### config.mk
export PLATFORM = sky130hd
export DESIGN_NAME = cbi980_i2s_tx
export DESIGN_NICKNAME = d
export VERILOG_FILES = /design/src/rtl/cbi980_pkg.sv /design/src/rtl/cbi980_fifo.sv /design/src/rtl/cbi980_i2s_tx.sv
export SDC_FILE = /design/constraint.sdc
export NUM_CORES = 1
export LEC_CHECK = 0
export CORE_ASPECT_RATIO = 1.1
export CORE_MARGIN = 1
export CORE_UTILIZATION = 25
export CTS_CLUSTER_DIAMETER = 120
export DETAILED_ROUTE_END_ITERATION = 16
export GPL_TIMING_DRIVEN = 0
export HOLD_SLACK_MARGIN = 0.05
export PLACE_DENSITY = 0.39
export SYNTH_ARGS = -nofsm -noshare
export SYNTH_HDL_FRONTEND = slang
export SYNTH_SLANG_ARGS = --single-unit
### constraint.sdc
create_clock -name clk -period 5 [get_ports clk]
set_input_delay 1.5 -clock clk [delete_from_list [all_inputs] [get_ports clk]]
set_output_delay 1.5 -clock clk [all_outputs]
set_load 0.005 [all_outputs]
### src/rtl/cbi980_pkg.sv
// Shared definitions for the cbi980 I2S transmitter.
//   tx_state_t : transmitter FSM state encoding
//   SLOT_16/32 : slot lengths in bit clocks
//   slot_last  : index of the LSB bit for the selected slot size
package cbi980_pkg;

    typedef enum logic {
        ST_IDLE = 1'b0,
        ST_RUN  = 1'b1
    } tx_state_t;

    localparam int unsigned SLOT_16   = 16;
    localparam int unsigned SLOT_32   = 32;
    localparam int unsigned BIT_IDX_W = 5;

    function automatic logic [BIT_IDX_W-1:0] slot_last(input logic wlen);
        return wlen ? BIT_IDX_W'(SLOT_32 - 1) : BIT_IDX_W'(SLOT_16 - 1);
    endfunction

endpackage

### src/rtl/cbi980_fifo.sv
// Single-clock synchronous FIFO holding outgoing audio samples.
//   clk, rst : clock, asynchronous active-high reset (empties the FIFO)
//   push     : write request, refused while full
//   wdata    : write data
//   full     : FIFO full (evaluated before any same-cycle pop)
//   pop      : read request, ignored while empty
//   empty    : FIFO empty (evaluated before any same-cycle push)
//   rdata    : head word, valid while not empty
//   level    : occupancy in words
module cbi980_fifo #(
    parameter int unsigned DEPTH = 8,
    parameter int unsigned WIDTH = 32
) (
    input  logic                     clk,
    input  logic                     rst,
    input  logic                     push,
    input  logic [WIDTH-1:0]         wdata,
    output logic                     full,
    input  logic                     pop,
    output logic                     empty,
    output logic [WIDTH-1:0]         rdata,
    output logic [$clog2(DEPTH):0]   level
);

    localparam int unsigned AW = $clog2(DEPTH);

    logic [WIDTH-1:0] mem [DEPTH];
    logic [AW-1:0]    wptr;
    logic [AW-1:0]    rptr;
    logic             do_push;
    logic             do_pop;

    assign full    = (level == (AW+1)'(DEPTH));
    assign empty   = (level == '0);
    assign do_push = push & ~full;
    assign do_pop  = pop & ~empty;
    assign rdata   = mem[rptr];

    always_ff @(posedge clk or posedge rst) begin
        if (rst) begin
            wptr  <= '0;
            rptr  <= '0;
            level <= '0;
        end else begin
            if (do_push) begin
                wptr <= wptr + 1'b1;
            end
            if (do_pop) begin
                rptr <= rptr + 1'b1;
            end
            case ({do_push, do_pop})
                2'b10:   level <= level + 1'b1;
                2'b01:   level <= level - 1'b1;
                default: level <= level;
            endcase
        end
    end

    always_ff @(posedge clk) begin
        if (do_push) begin
            mem[wptr] <= wdata;
        end
    end

endmodule

### src/rtl/cbi980_i2s_tx.sv
// I2S transmitter: sample FIFO, BCLK divider, left/right slot sequencer and
// MSB-first shifter.
//   clk, rst      : clock, asynchronous active-high reset
//   en            : transmit enable (stop is deferred to the end of a frame)
//   clkdiv        : BCLK half-period in clk cycles minus 1 (latched at start)
//   wlen          : 0 = 16-bit slot, 1 = 32-bit slot (latched at start)
//   s_data/s_valid/s_ready : MSB-justified sample input handshake
//   level         : FIFO occupancy
//   underrun      : sticky, set by a pop from an empty FIFO
//   underrun_clr  : clears underrun (a same-cycle set wins)
//   irq           : underrun or FIFO at most half full while enabled
//   bclk, lrclk, sdata : I2S serial outputs
module cbi980_i2s_tx
    import cbi980_pkg::*;
#(
    parameter int unsigned DEPTH = 8,
    parameter int unsigned DIV_W = 8
) (
    input  logic                     clk,
    input  logic                     rst,
    input  logic                     en,
    input  logic [DIV_W-1:0]         clkdiv,
    input  logic                     wlen,
    input  logic [31:0]              s_data,
    input  logic                     s_valid,
    output logic                     s_ready,
    output logic [$clog2(DEPTH):0]   level,
    output logic                     underrun,
    input  logic                     underrun_clr,
    output logic                     irq,
    output logic                     bclk,
    output logic                     lrclk,
    output logic                     sdata
);

    localparam int unsigned LW = $clog2(DEPTH) + 1;

    tx_state_t              state;
    tx_state_t              state_nxt;
    logic [DIV_W-1:0]       div_lat;
    logic [DIV_W-1:0]       div_cnt;
    logic                   wlen_lat;
    logic                   first;
    logic [BIT_IDX_W-1:0]   bit_k;
    logic [BIT_IDX_W-1:0]   k_last;
    logic [BIT_IDX_W-1:0]   k_inc;
    logic [31:0]            shreg;
    logic [31:0]            nxt_word;
    logic                   ready_en;
    logic                   fifo_full;
    logic                   fifo_empty;
    logic [31:0]            fifo_rdata;
    logic [31:0]            pop_word;
    logic                   div_tc;
    logic                   ev;
    logic                   at_lsb;
    logic                   stop;
    logic                   do_pop;

    // ready_en is 0 only during reset and releases on the first edge after it.
    assign s_ready = ready_en & ~fifo_full;
    // ready_en also masks the level term so irq stays low while in reset.
    assign irq     = underrun | (en & ready_en & (level <= LW'(DEPTH / 2)));

    cbi980_fifo #(
        .DEPTH (DEPTH),
        .WIDTH (32)
    ) u_fifo (
        .clk   (clk),
        .rst   (rst),
        .push  (s_valid & s_ready),
        .wdata (s_data),
        .full  (fifo_full),
        .pop   (do_pop),
        .empty (fifo_empty),
        .rdata (fifo_rdata),
        .level (level)
    );

    always_ff @(posedge clk or posedge rst) begin
        if (rst) begin
            state <= ST_IDLE;
        end else begin
            state <= state_nxt;
        end
    end

    // ev marks a BCLK falling-edge event: the cycle bclk goes 1->0, plus the
    // first RUN cycle. at_lsb is the event that drives a slot's LSB.
    always_comb begin
        state_nxt = state;
        div_tc    = (div_cnt == div_lat);
        k_last    = slot_last(wlen_lat);
        k_inc     = bit_k + 1'b1;
        ev        = 1'b0;
        at_lsb    = 1'b0;
        stop      = 1'b0;
        do_pop    = 1'b0;
        pop_word  = fifo_empty ? '0 : fifo_rdata;
        case (state)
            ST_IDLE: begin
                if (en) begin
                    state_nxt = ST_RUN;
                end
            end
            ST_RUN: begin
                ev     = first | (bclk & div_tc);
                at_lsb = ev & ~first & (k_inc == k_last);
                stop   = at_lsb & lrclk & ~en;
                do_pop = first | (at_lsb & ~stop);
                if (stop) begin
                    state_nxt = ST_IDLE;
                end
            end
            default: state_nxt = ST_IDLE;
        endcase
    end

    always_ff @(posedge clk or posedge rst) begin
        if (rst) begin
            ready_en <= 1'b0;
        end else begin
            ready_en <= 1'b1;
        end
    end

    always_ff @(posedge clk or posedge rst) begin
        if (rst) begin
            underrun <= 1'b0;
        end else if (do_pop & fifo_empty) begin
            underrun <= 1'b1;
        end else if (underrun_clr) begin
            underrun <= 1'b0;
        end
    end

    always_ff @(posedge clk or posedge rst) begin
        if (rst) begin
            bclk     <= 1'b0;
            lrclk    <= 1'b0;
            sdata    <= 1'b0;
            div_cnt  <= '0;
            div_lat  <= '0;
            wlen_lat <= 1'b0;
            first    <= 1'b0;
            bit_k    <= '0;
            shreg    <= '0;
            nxt_word <= '0;
        end else begin
            case (state)
                ST_IDLE: begin
                    bclk    <= 1'b0;
                    lrclk   <= 1'b0;
                    sdata   <= 1'b0;
                    div_cnt <= '0;
                    bit_k   <= '0;
                    first   <= en;
                    if (en) begin
                        div_lat  <= clkdiv;
                        wlen_lat <= wlen;
                    end
                end
                ST_RUN: begin
                    first <= 1'b0;
                    if (stop) begin
                        bclk    <= 1'b0;
                        lrclk   <= 1'b0;
                        sdata   <= 1'b0;
                        div_cnt <= '0;
                        bit_k   <= '0;
                    end else begin
                        // The first RUN cycle restarts the divider as if bclk
                        // had just fallen, so the low phase has full length.
                        if (first | div_tc) begin
                            div_cnt <= '0;
                            if (!first) begin
                                bclk <= ~bclk;
                            end
                        end else begin
                            div_cnt <= div_cnt + 1'b1;
                        end
                        if (ev) begin
                            if (first) begin
                                bit_k <= '0;
                                lrclk <= 1'b0;
                                sdata <= pop_word[31];
                                shreg <= {pop_word[30:0], 1'b0};
                            end else if (bit_k == k_last) begin
                                // Word popped at the previous LSB event starts here.
                                bit_k <= '0;
                                sdata <= nxt_word[31];
                                shreg <= {nxt_word[30:0], 1'b0};
                            end else begin
                                bit_k <= k_inc;
                                sdata <= shreg[31];
                                shreg <= {shreg[30:0], 1'b0};
                                if (at_lsb) begin
                                    lrclk    <= ~lrclk;
                                    nxt_word <= pop_word;
                                end
                            end
                        end
                    end
                end
                default: ;
            endcase
        end
    end

endmodule

==> key figures, run 1 <==
Outcome
  – Outcome: finished clean

Yosys
  – Number of warning messages in the yosys log: 0
  – Synthesis-stage register bit count: 358
  – Post-Synthesis Cells: 907
  – Per-instance average area after synthesis: 16.13 µm²
  – Summed instance area of the synthesized netlist: 14630 µm²
  – Post-synth EDFFs: 256
  – Synthesized Nets: 962
  – Share of async-settable or async-resettable flops after synthesis: 28.49%
  – Flip-flop cell with the highest count after synthesis: sky130_fd_sc_hd__edfxtp_1
  – Count of distinct cell types in the synthesized netlist: 45
  – Post-synthesis sequential area ratio: 69.98%

Place
  – Cell Count Post-Placement: 1729
  – Half-perimeter wire length after detailed placement: 23.54 mm
  – Final Wtd Congestion: 0.7032
  – Number of input and output port buffers inserted: 55

Power and ir drop
  – Power per cell area: 448.8 nW/µm²
  – Worst VDD drop: 196.3 µV
  – Cell leakage power: 6.081 nW

CTS
  – Clock H-tree levels: 2
  – Total setup buffers inserted after CTS: 0
  – Num CTS Buffers: 41
  – Worst-skew pair later-pin latency: 560 ps
  – CTS Hold Bufs: 0
  – CTS tree: done
  – Clk sinks: 358
  – Reg clk slew, reported paths: 60 ps
  – Library cell used as clock root buffer: sky130_fd_sc_hd__clkbuf_16
  – Cts repair resizes: 0
  – Maximum number of buffers from clock root to sink: 3

STA
  – Slew Limit Fails: 0
  – Worst slew pin tran: 977.2 ps
  – RSZ-0062 raised after global routing: false
  – Time the worst path needs with I/O delays and setup: 4284 ps
  – Final count of hold timing violations: 0
  – Highest clock rate: 233.4 MHz
  – Post-route clock skew: 14.81 ps
  – Accumulated negative setup slack: 0 ps
  – Max-Slew Margin vs Limit: 34.25%
  – Count of endpoints failing setup in the final report: 0
  – Share of the clock period used by the worst path after layout: 85.67%
  – Worst hold slack after final layout: 473.1 ps

Floorplan
  – Width of the chip: 232.7 µm
  – Initial core utilization: 25.42%
  – Chip height: 255.7 µm
  – Number of placement rows: 92
  – I/O pin total: 56
  – Die area: 59500 µm²
  – Area inside the core boundary: 57560 µm²

Hold path
  – Worst hold-check path type: reg -> reg
  – Hold path startpoint: nxt_word[27]$_DFFE_PP0P_

GRT
  – Total routing usage reported by global routing: 12.34%
  – Largest net degree at the start of global routing: 59
  – Antenna violations before repair: 0
  – Congestion Overflow GR: 0
  – Via count of the first global-routing pass: 8752
  – Global-route wire length before repair: 55.01 mm

Setup path
  – Critical register-to-register path startpoint: bit_k[0]$_DFFE_PP0P_
  – Worst reg2reg endpoint: u_fifo.level[3]$_DFFE_PP0P_
  – CP Max Fanout: 4
  – Data required time of the worst path: 3500 ps
  – Capture point of the worst path: irq
  – Crit path capture type: primary output
  – First element of the critical path: en
  – Startpoint type of the worst setup path: input port
  – Crit path DAT: 2780 ps
  – Number of cells on the worst reg-to-reg path: 14
  – Critical path class: in -> out
  – R2r setup slk: 1610 ps

Routing
  – Routed length on met1: 16.24 mm
  – Routed wire length on met3: 1.212 mm
  – Met2 WL post-DR: 17.15 mm
  – Top Metal Used: met4
  – Pre-Repair DR Iteration Count: 4
  – Avg WL per Cell: 19.61 µm
  – Number of antenna-violating nets in the routed design: 0
  – DRT Wirelength: 35.34 mm
  – Remaining DRCs: 0
  – Number of vias per cell: 4.398
  – Number of design-rule violations left by the first detailed-router iteration: 581
  – Vias after detailed routing: 7926

Layout
  – Number of antenna repair diodes: 0
  – Synth-to-layout area growth: 20.92%
  – Net count of the finished layout: 1075
  – Final std cells w/o fill: 1802
  – Fraction of layout cells with a size suffix above 1: 18.95%

Flow run
  – Max-capacitance violation count: 0
==> flip-flops by register name, summed over array words and instances, names as in the netlist <==
name	cells
u_fifo.mem	256
nxt_word	32
shreg	31
div_cnt	8
div_lat	8
bit_k	5
u_fifo.level	4
u_fifo.rptr	3
u_fifo.wptr	3
bclk	1
first	1
lrclk	1
ready_en	1
sdata	1
state	1
underrun	1
wlen_lat	1
==> per-layer routing <==
| layer | track usage, % | up-vias |
|---|---|---|
| met1 | 16.32 | 4090 |
| met4 | 3.558 | 0 |
| met5 | 0 | - |
| li1 | - | 3666 |
| met2 | 20.43 | 116 |
| met3 | 2.362 | 54 |
==> metrics by stage <==
step	worst slack (ps)	cell area [µm²]	power (mW)	util, %
after floorplan	514.0	14630	4.568	-
final	716.3	17690	7.940	30.74
after CTS	672.6	17690	8.101	30.74
after detailed placement	573.4	16420	5.137	28.52
after global routing	643.9	17690	8.343	30.74
after global placement	-2976	16120	5.088	28.01
==> worst min-delay path by stage <==
stage | slack [ps] | endpoint | cells after the start
6_report | 470 | nxt_word[27]$_DFFE_PP0P_ | 2
5_1_grt | 500 | nxt_word[4]$_DFFE_PP0P_ | 2
4_1_cts | 480 | nxt_word[27]$_DFFE_PP0P_ | 2
3_5_place_dp | 470 | nxt_word[27]$_DFFE_PP0P_ | 2
3_3_place_gp | 460 | nxt_word[12]$_DFFE_PP0P_ | 2
2_1_floorplan | 440 | nxt_word[10]$_DFFE_PP0P_ | 2
==> final cells by class <==
cell class              count  area, µm²
clock inverters            16      126.4
plain buffers              49      205.2
repair buffers             70      784.5
flip-flops and latches    358      10240
well taps                 752      940.9
multi-input cells         459       4088
clock buffers              57       1149
fillers                  5683      39860
inverters                  41      158.9
==> synthesized netlist by cell type (2+ instances only) <==
master	number	area (µm²)
sky130_fd_sc_hd__buf_2	8	40.04
sky130_fd_sc_hd__clkbuf_1	36	135.1
sky130_fd_sc_hd__nor3_1	3	15.01
sky130_fd_sc_hd__o21ai_0	62	310.3
sky130_fd_sc_hd__or3_4	2	22.52
sky130_fd_sc_hd__edfxtp_1	256	7687
sky130_fd_sc_hd__nor4_1	2	12.51
sky130_fd_sc_hd__a21oi_1	6	30.03
sky130_fd_sc_hd__mux2i_1	3	30.03
sky130_fd_sc_hd__dfrtp_1	102	2552
sky130_fd_sc_hd__a21o_1	4	30.03
sky130_fd_sc_hd__buf_1	3	11.26
sky130_fd_sc_hd__nand2_1	77	289.0
sky130_fd_sc_hd__mux2_2	42	473.0
sky130_fd_sc_hd__o211ai_1	61	457.9
sky130_fd_sc_hd__or3_1	2	12.51
sky130_fd_sc_hd__and3_1	3	18.77
sky130_fd_sc_hd__nor2b_1	3	18.77
sky130_fd_sc_hd__nor2_1	23	86.33
sky130_fd_sc_hd__xnor2_1	15	131.4
sky130_fd_sc_hd__nand3_1	7	35.03
sky130_fd_sc_hd__inv_1	41	153.9
sky130_fd_sc_hd__or4_1	2	15.01
sky130_fd_sc_hd__and2_1	3	18.77
sky130_fd_sc_hd__mux4_2	64	1441
sky130_fd_sc_hd__xor2_1	11	96.34
sky130_fd_sc_hd__nand2b_1	36	225.2
sky130_fd_sc_hd__o21ai_1	6	30.03
sky130_fd_sc_hd__ha_1	8	100.1
==> critical path, stage by stage <==
cell and delay (ps):
sky130_fd_sc_hd__clkdlybuf4s50_1 570, sky130_fd_sc_hd__a41o_1 200, sky130_fd_sc_hd__clkdlybuf4s50_1 510
==> logic make-up after synthesis <==
family	synth area share, %
fa+ha+maj	0.8210
simple gates	5.396
buf+inv	2.454
other cells	0.02563
mux	13.37
xor+xnor	1.556
flops	69.98
compound gates	6.397
==> where the power goes <==
part / internal [mW] / switching, mW / total (mW)
clock network: 1.70 / 1.20 / 2.90
registers: 3.51 / 0.179 / 3.68
logic: 0.615 / 0.740 / 1.35
total: 5.82 / 2.12 / 7.94
==> cell usage in the layout, fill, tap and decap left out, types with 3 or more instances in the layout <==
cell type / count
sky130_fd_sc_hd__buf_12: 6
sky130_fd_sc_hd__nand2_1: 77
sky130_fd_sc_hd__clkinv_2: 5
sky130_fd_sc_hd__mux2i_1: 3
sky130_fd_sc_hd__o21ai_1: 6
sky130_fd_sc_hd__a21oi_1: 6
sky130_fd_sc_hd__and2_1: 3
sky130_fd_sc_hd__buf_6: 8
sky130_fd_sc_hd__xnor2_1: 15
sky130_fd_sc_hd__nand3_1: 7
sky130_fd_sc_hd__clkbuf_16: 43
sky130_fd_sc_hd__inv_1: 40
sky130_fd_sc_hd__a21o_1: 4
sky130_fd_sc_hd__nor2_4: 6
sky130_fd_sc_hd__nor2_1: 17
sky130_fd_sc_hd__buf_2: 8
sky130_fd_sc_hd__ha_1: 8
sky130_fd_sc_hd__o21ai_0: 62
sky130_fd_sc_hd__and3_1: 3
sky130_fd_sc_hd__o211ai_1: 61
sky130_fd_sc_hd__clkdlybuf4s50_1: 55
sky130_fd_sc_hd__buf_1: 3
sky130_fd_sc_hd__clkbuf_1: 48
sky130_fd_sc_hd__xor2_1: 11
sky130_fd_sc_hd__nand2b_1: 36
sky130_fd_sc_hd__clkinv_1: 7
sky130_fd_sc_hd__mux2_2: 42
sky130_fd_sc_hd__edfxtp_1: 256
sky130_fd_sc_hd__dfrtp_1: 102
sky130_fd_sc_hd__nor2b_1: 3
sky130_fd_sc_hd__mux4_2: 64
No activity file was read; power rests on OpenSTA's default activity.
==> inputs of run 2 (changes only) <==
--- a/config.mk
+++ b/config.mk
@@ -7,12 +7,12 @@
 export LEC_CHECK = 0
 export CORE_ASPECT_RATIO = 1.1
 export CORE_MARGIN = 1
-export CORE_UTILIZATION = 25
+export CORE_UTILIZATION = 61
 export CTS_CLUSTER_DIAMETER = 120
 export DETAILED_ROUTE_END_ITERATION = 16
 export GPL_TIMING_DRIVEN = 0
 export HOLD_SLACK_MARGIN = 0.05
-export PLACE_DENSITY = 0.39
+export PLACE_DENSITY = 0.8
 export SYNTH_ARGS = -nofsm -noshare
 export SYNTH_HDL_FRONTEND = slang
 export SYNTH_SLANG_ARGS = --single-unit
==> key figures, run 2 (synthesized netlist as in run 1, its figures left out) <==
Layout
  – Fin area: 17130 µm² (-3.2%)
  – Most used cells in the layout excluding fill and tap cells: sky130_fd_sc_hd__edfxtp_1, sky130_fd_sc_hd__dfrtp_1, sky130_fd_sc_hd__nand2_1
  – Synth-to-layout area growth: 17.04%
  – Biggest registers after layout: u_fifo.mem: 256 flops, nxt_word: 32 flops, shreg: 31 flops
  – Number of flip-flops under the largest register name: 256 (unchanged)
  – Net count of the finished layout: 1069 (-0.56%)
  – Final Core Density: 72.49% (+42 points)
  – Most common cell after layout, fill and taps aside: sky130_fd_sc_hd__edfxtp_1
  – Top reg by flops: u_fifo.mem
  – Fraction of layout cells with a size suffix above 1: 19.48% (+0.53 points)

Setup path
  – Critical path class: in -> out
  – CP Max Fanout: 4 (unchanged)
  – Startpoint type of the worst setup path: input port
  – Critical register-to-register path startpoint: div_cnt[0]$_DFF_PP0_
  – Crit path capture type: primary output
  – Crit path DAT: 2820 ps (+40 ps)
  – Data required time of the worst path: 3500 ps (about the same)
  – First element of the critical path: en

Place
  – Number of input and output port buffers inserted: 55 (unchanged)
  – Half-perimeter wire length after detailed placement: 19.25 mm (-18%)
  – Post-Place Cell Area: 15850 µm² (-3.4%)
  – Final Wtd Congestion: 0.7888 (+12%)

Floorplan
  – I/O pin total: 56 (unchanged)
  – Width of the chip: 149.7 µm (-36%)
  – Die area: 24610 µm² (-59%)
  – Number of placement rows: 59 (-36%)
  – Chip height: 164.4 µm (-36%)
  – Area inside the core boundary: 23620 µm² (-59%)
  – Initial core utilization: 61.94% (+37 points)

GRT
  – Global-route wire length before repair: 48.80 mm (-11%)
  – Total routing usage reported by global routing: 26.85% (+15 points)
  – Congestion Overflow GR: 0 (unchanged)
  – Antenna violations before repair: 0 (unchanged)
  – Largest net degree at the start of global routing: 62 (+5.1%)
  – Via count of the first global-routing pass: 8547 (-2.3%)

CTS
  – Worst-skew pair later-pin latency: 530 ps (-30 ps)
  – Clk sinks: 358 (unchanged)
  – Maximum number of buffers from clock root to sink: 3 (unchanged)
  – Library cell used as clock root buffer: sky130_fd_sc_hd__clkbuf_16
  – Clock H-tree levels: 2 (unchanged)
  – CTS tree: done
  – Num CTS Buffers: 37 (-9.8%)
  – Reg clk slew, reported paths: 50 ps (about the same)
  – Cts repair resizes: 0 (unchanged)
  – Total setup buffers inserted after CTS: 0 (unchanged)
  – CTS Hold Bufs: 0 (unchanged)

STA
  – RSZ-0062 raised after global routing: false
  – Slew Limit Fails: 0 (unchanged)
  – Worst slew pin tran: 1107 ps (+129.8 ps)
  – Share of the clock period used by the worst path after layout: 86.46% (+0.79 points)
  – Highest clock rate: 231.3 MHz (-0.91%)
  – Post-route clock skew: 26.14 ps (+11.33 ps)
  – Final count of hold timing violations: 0 (unchanged)
  – Max-Slew Margin vs Limit: 25.52% (-8.7 points)
  – Count of endpoints failing setup in the final report: 0 (unchanged)
  – Time the worst path needs with I/O delays and setup: 4323 ps (+39.35 ps)

Routing
  – DRT Wirelength: 30.98 mm (-12%)
  – Number of vias per cell: 6.145 (+40%)
  – Avg WL per Cell: 22.98 µm (+17%)
  – Number of antenna-violating nets in the routed design: 0 (unchanged)
  – Remaining DRCs: 0 (unchanged)
  – Pre-Repair DR Iteration Count: 5 (+1)
  – Number of design-rule violations left by the first detailed-router iteration: 672 (+16%)
  – Vias after detailed routing: 8283 (+4.5%)

Hold path
  – Hold path startpoint: nxt_word[6]$_DFFE_PP0P_
  – Worst hold-check path type: reg -> reg

Power and ir drop
  – Worst VDD drop: 337.7 µV (+72%)
  – Sum of internal, switching and leakage power: 7.854 mW (-1.1%)
  – Power per cell area: 458.6 nW/µm² (+2.2%)
  – Cell leakage power: 6.063 nW (-0.29%)

Outcome
  – Outcome: finished clean

Flow run
  – Max-capacitance violation count: 0 (unchanged)
## run 2: cell count changes in the layout (fill, tap and decap cells not counted), sizes merged
cell	change
clkbuf	-7
clkinv	-4
clkinvlp	+4
buf	-2
bufinv	+1
diode	+1
## run 2: path summary, 6_finish.rpt
path	end	slack [ps]	depth (start not counted)
max	irq	680	3
min	nxt_word[6]$_DFFE_PP0P_	470	2
max reg2reg	u_fifo.level[3]$_DFFE_PP0P_	1640	13
min reg2reg	nxt_word[6]$_DFFE_PP0P_	470	2
max in group asynchronous	shreg[6]$_DFFE_PP0P_	2870	3
min in group asynchronous	shreg[17]$_DFFE_PP0P_	1400	2
## run 2: per-stage QoR
| step | instances | setup WS, ps | hold slack [ps] | setup TNS (ps) |
|---|---|---|---|---|
| after detailed placement | 1280 | 642.5 | 465.4 | 0 |
| after global placement | 1267 | -2133 | 456.1 | -302210 |
| after global routing | 1347 | 642.6 | 485.9 | 0 |
| final | 1348 | 677.0 | 471.6 | 0 |
| after CTS | 1347 | 677.8 | 478.2 | 0 |
| after floorplan | 907 | 514.0 | 444.4 | 0 |
## run 2: worst max-delay path, stage by stage
cell and delay [ps]:
sky130_fd_sc_hd__clkdlybuf4s50_1 600, sky130_fd_sc_hd__a41o_1 210, sky130_fd_sc_hd__clkdlybuf4s50_1 510
## run 2: where the power goes
| part | internal, mW | total [mW] | leakage (nW) | switching (mW) |
|---|---|---|---|---|
| combinational | 0.614 | 1.34 | 1.79 | 0.728 |
| sequential | 3.51 | 3.69 | 3.66 | 0.183 |
| clock | 1.69 | 2.82 | 0.614 | 1.13 |
| total | 5.81 | 7.85 | 6.06 | 2.04 |
## run 2: final cells by class
type / count / area (µm²)
Antenna cell: 1 / 2.502
Clock buffer: 50 / 1089
Inverter: 41 / 156.4
Buffer: 49 / 205.2
Multi-Input combinational cell: 459 / 4088
Tap cell: 305 / 381.6
Timing Repair Buffer: 68 / 780.7
Clock inverter: 17 / 182.7
Sequential cell: 358 / 10240
Fill cell: 1407 / 6497
## run 2: routing by layer
metal  vias to the layer above  track usage [%]  part of all wire, %
li1                       3652                -                    -
met1                      4194            36.18                   40
met2                       370            44.89                   51
met3                        67            4.475                  7.1
met4                         0            9.137                  2.4
met5                         -                0                    0
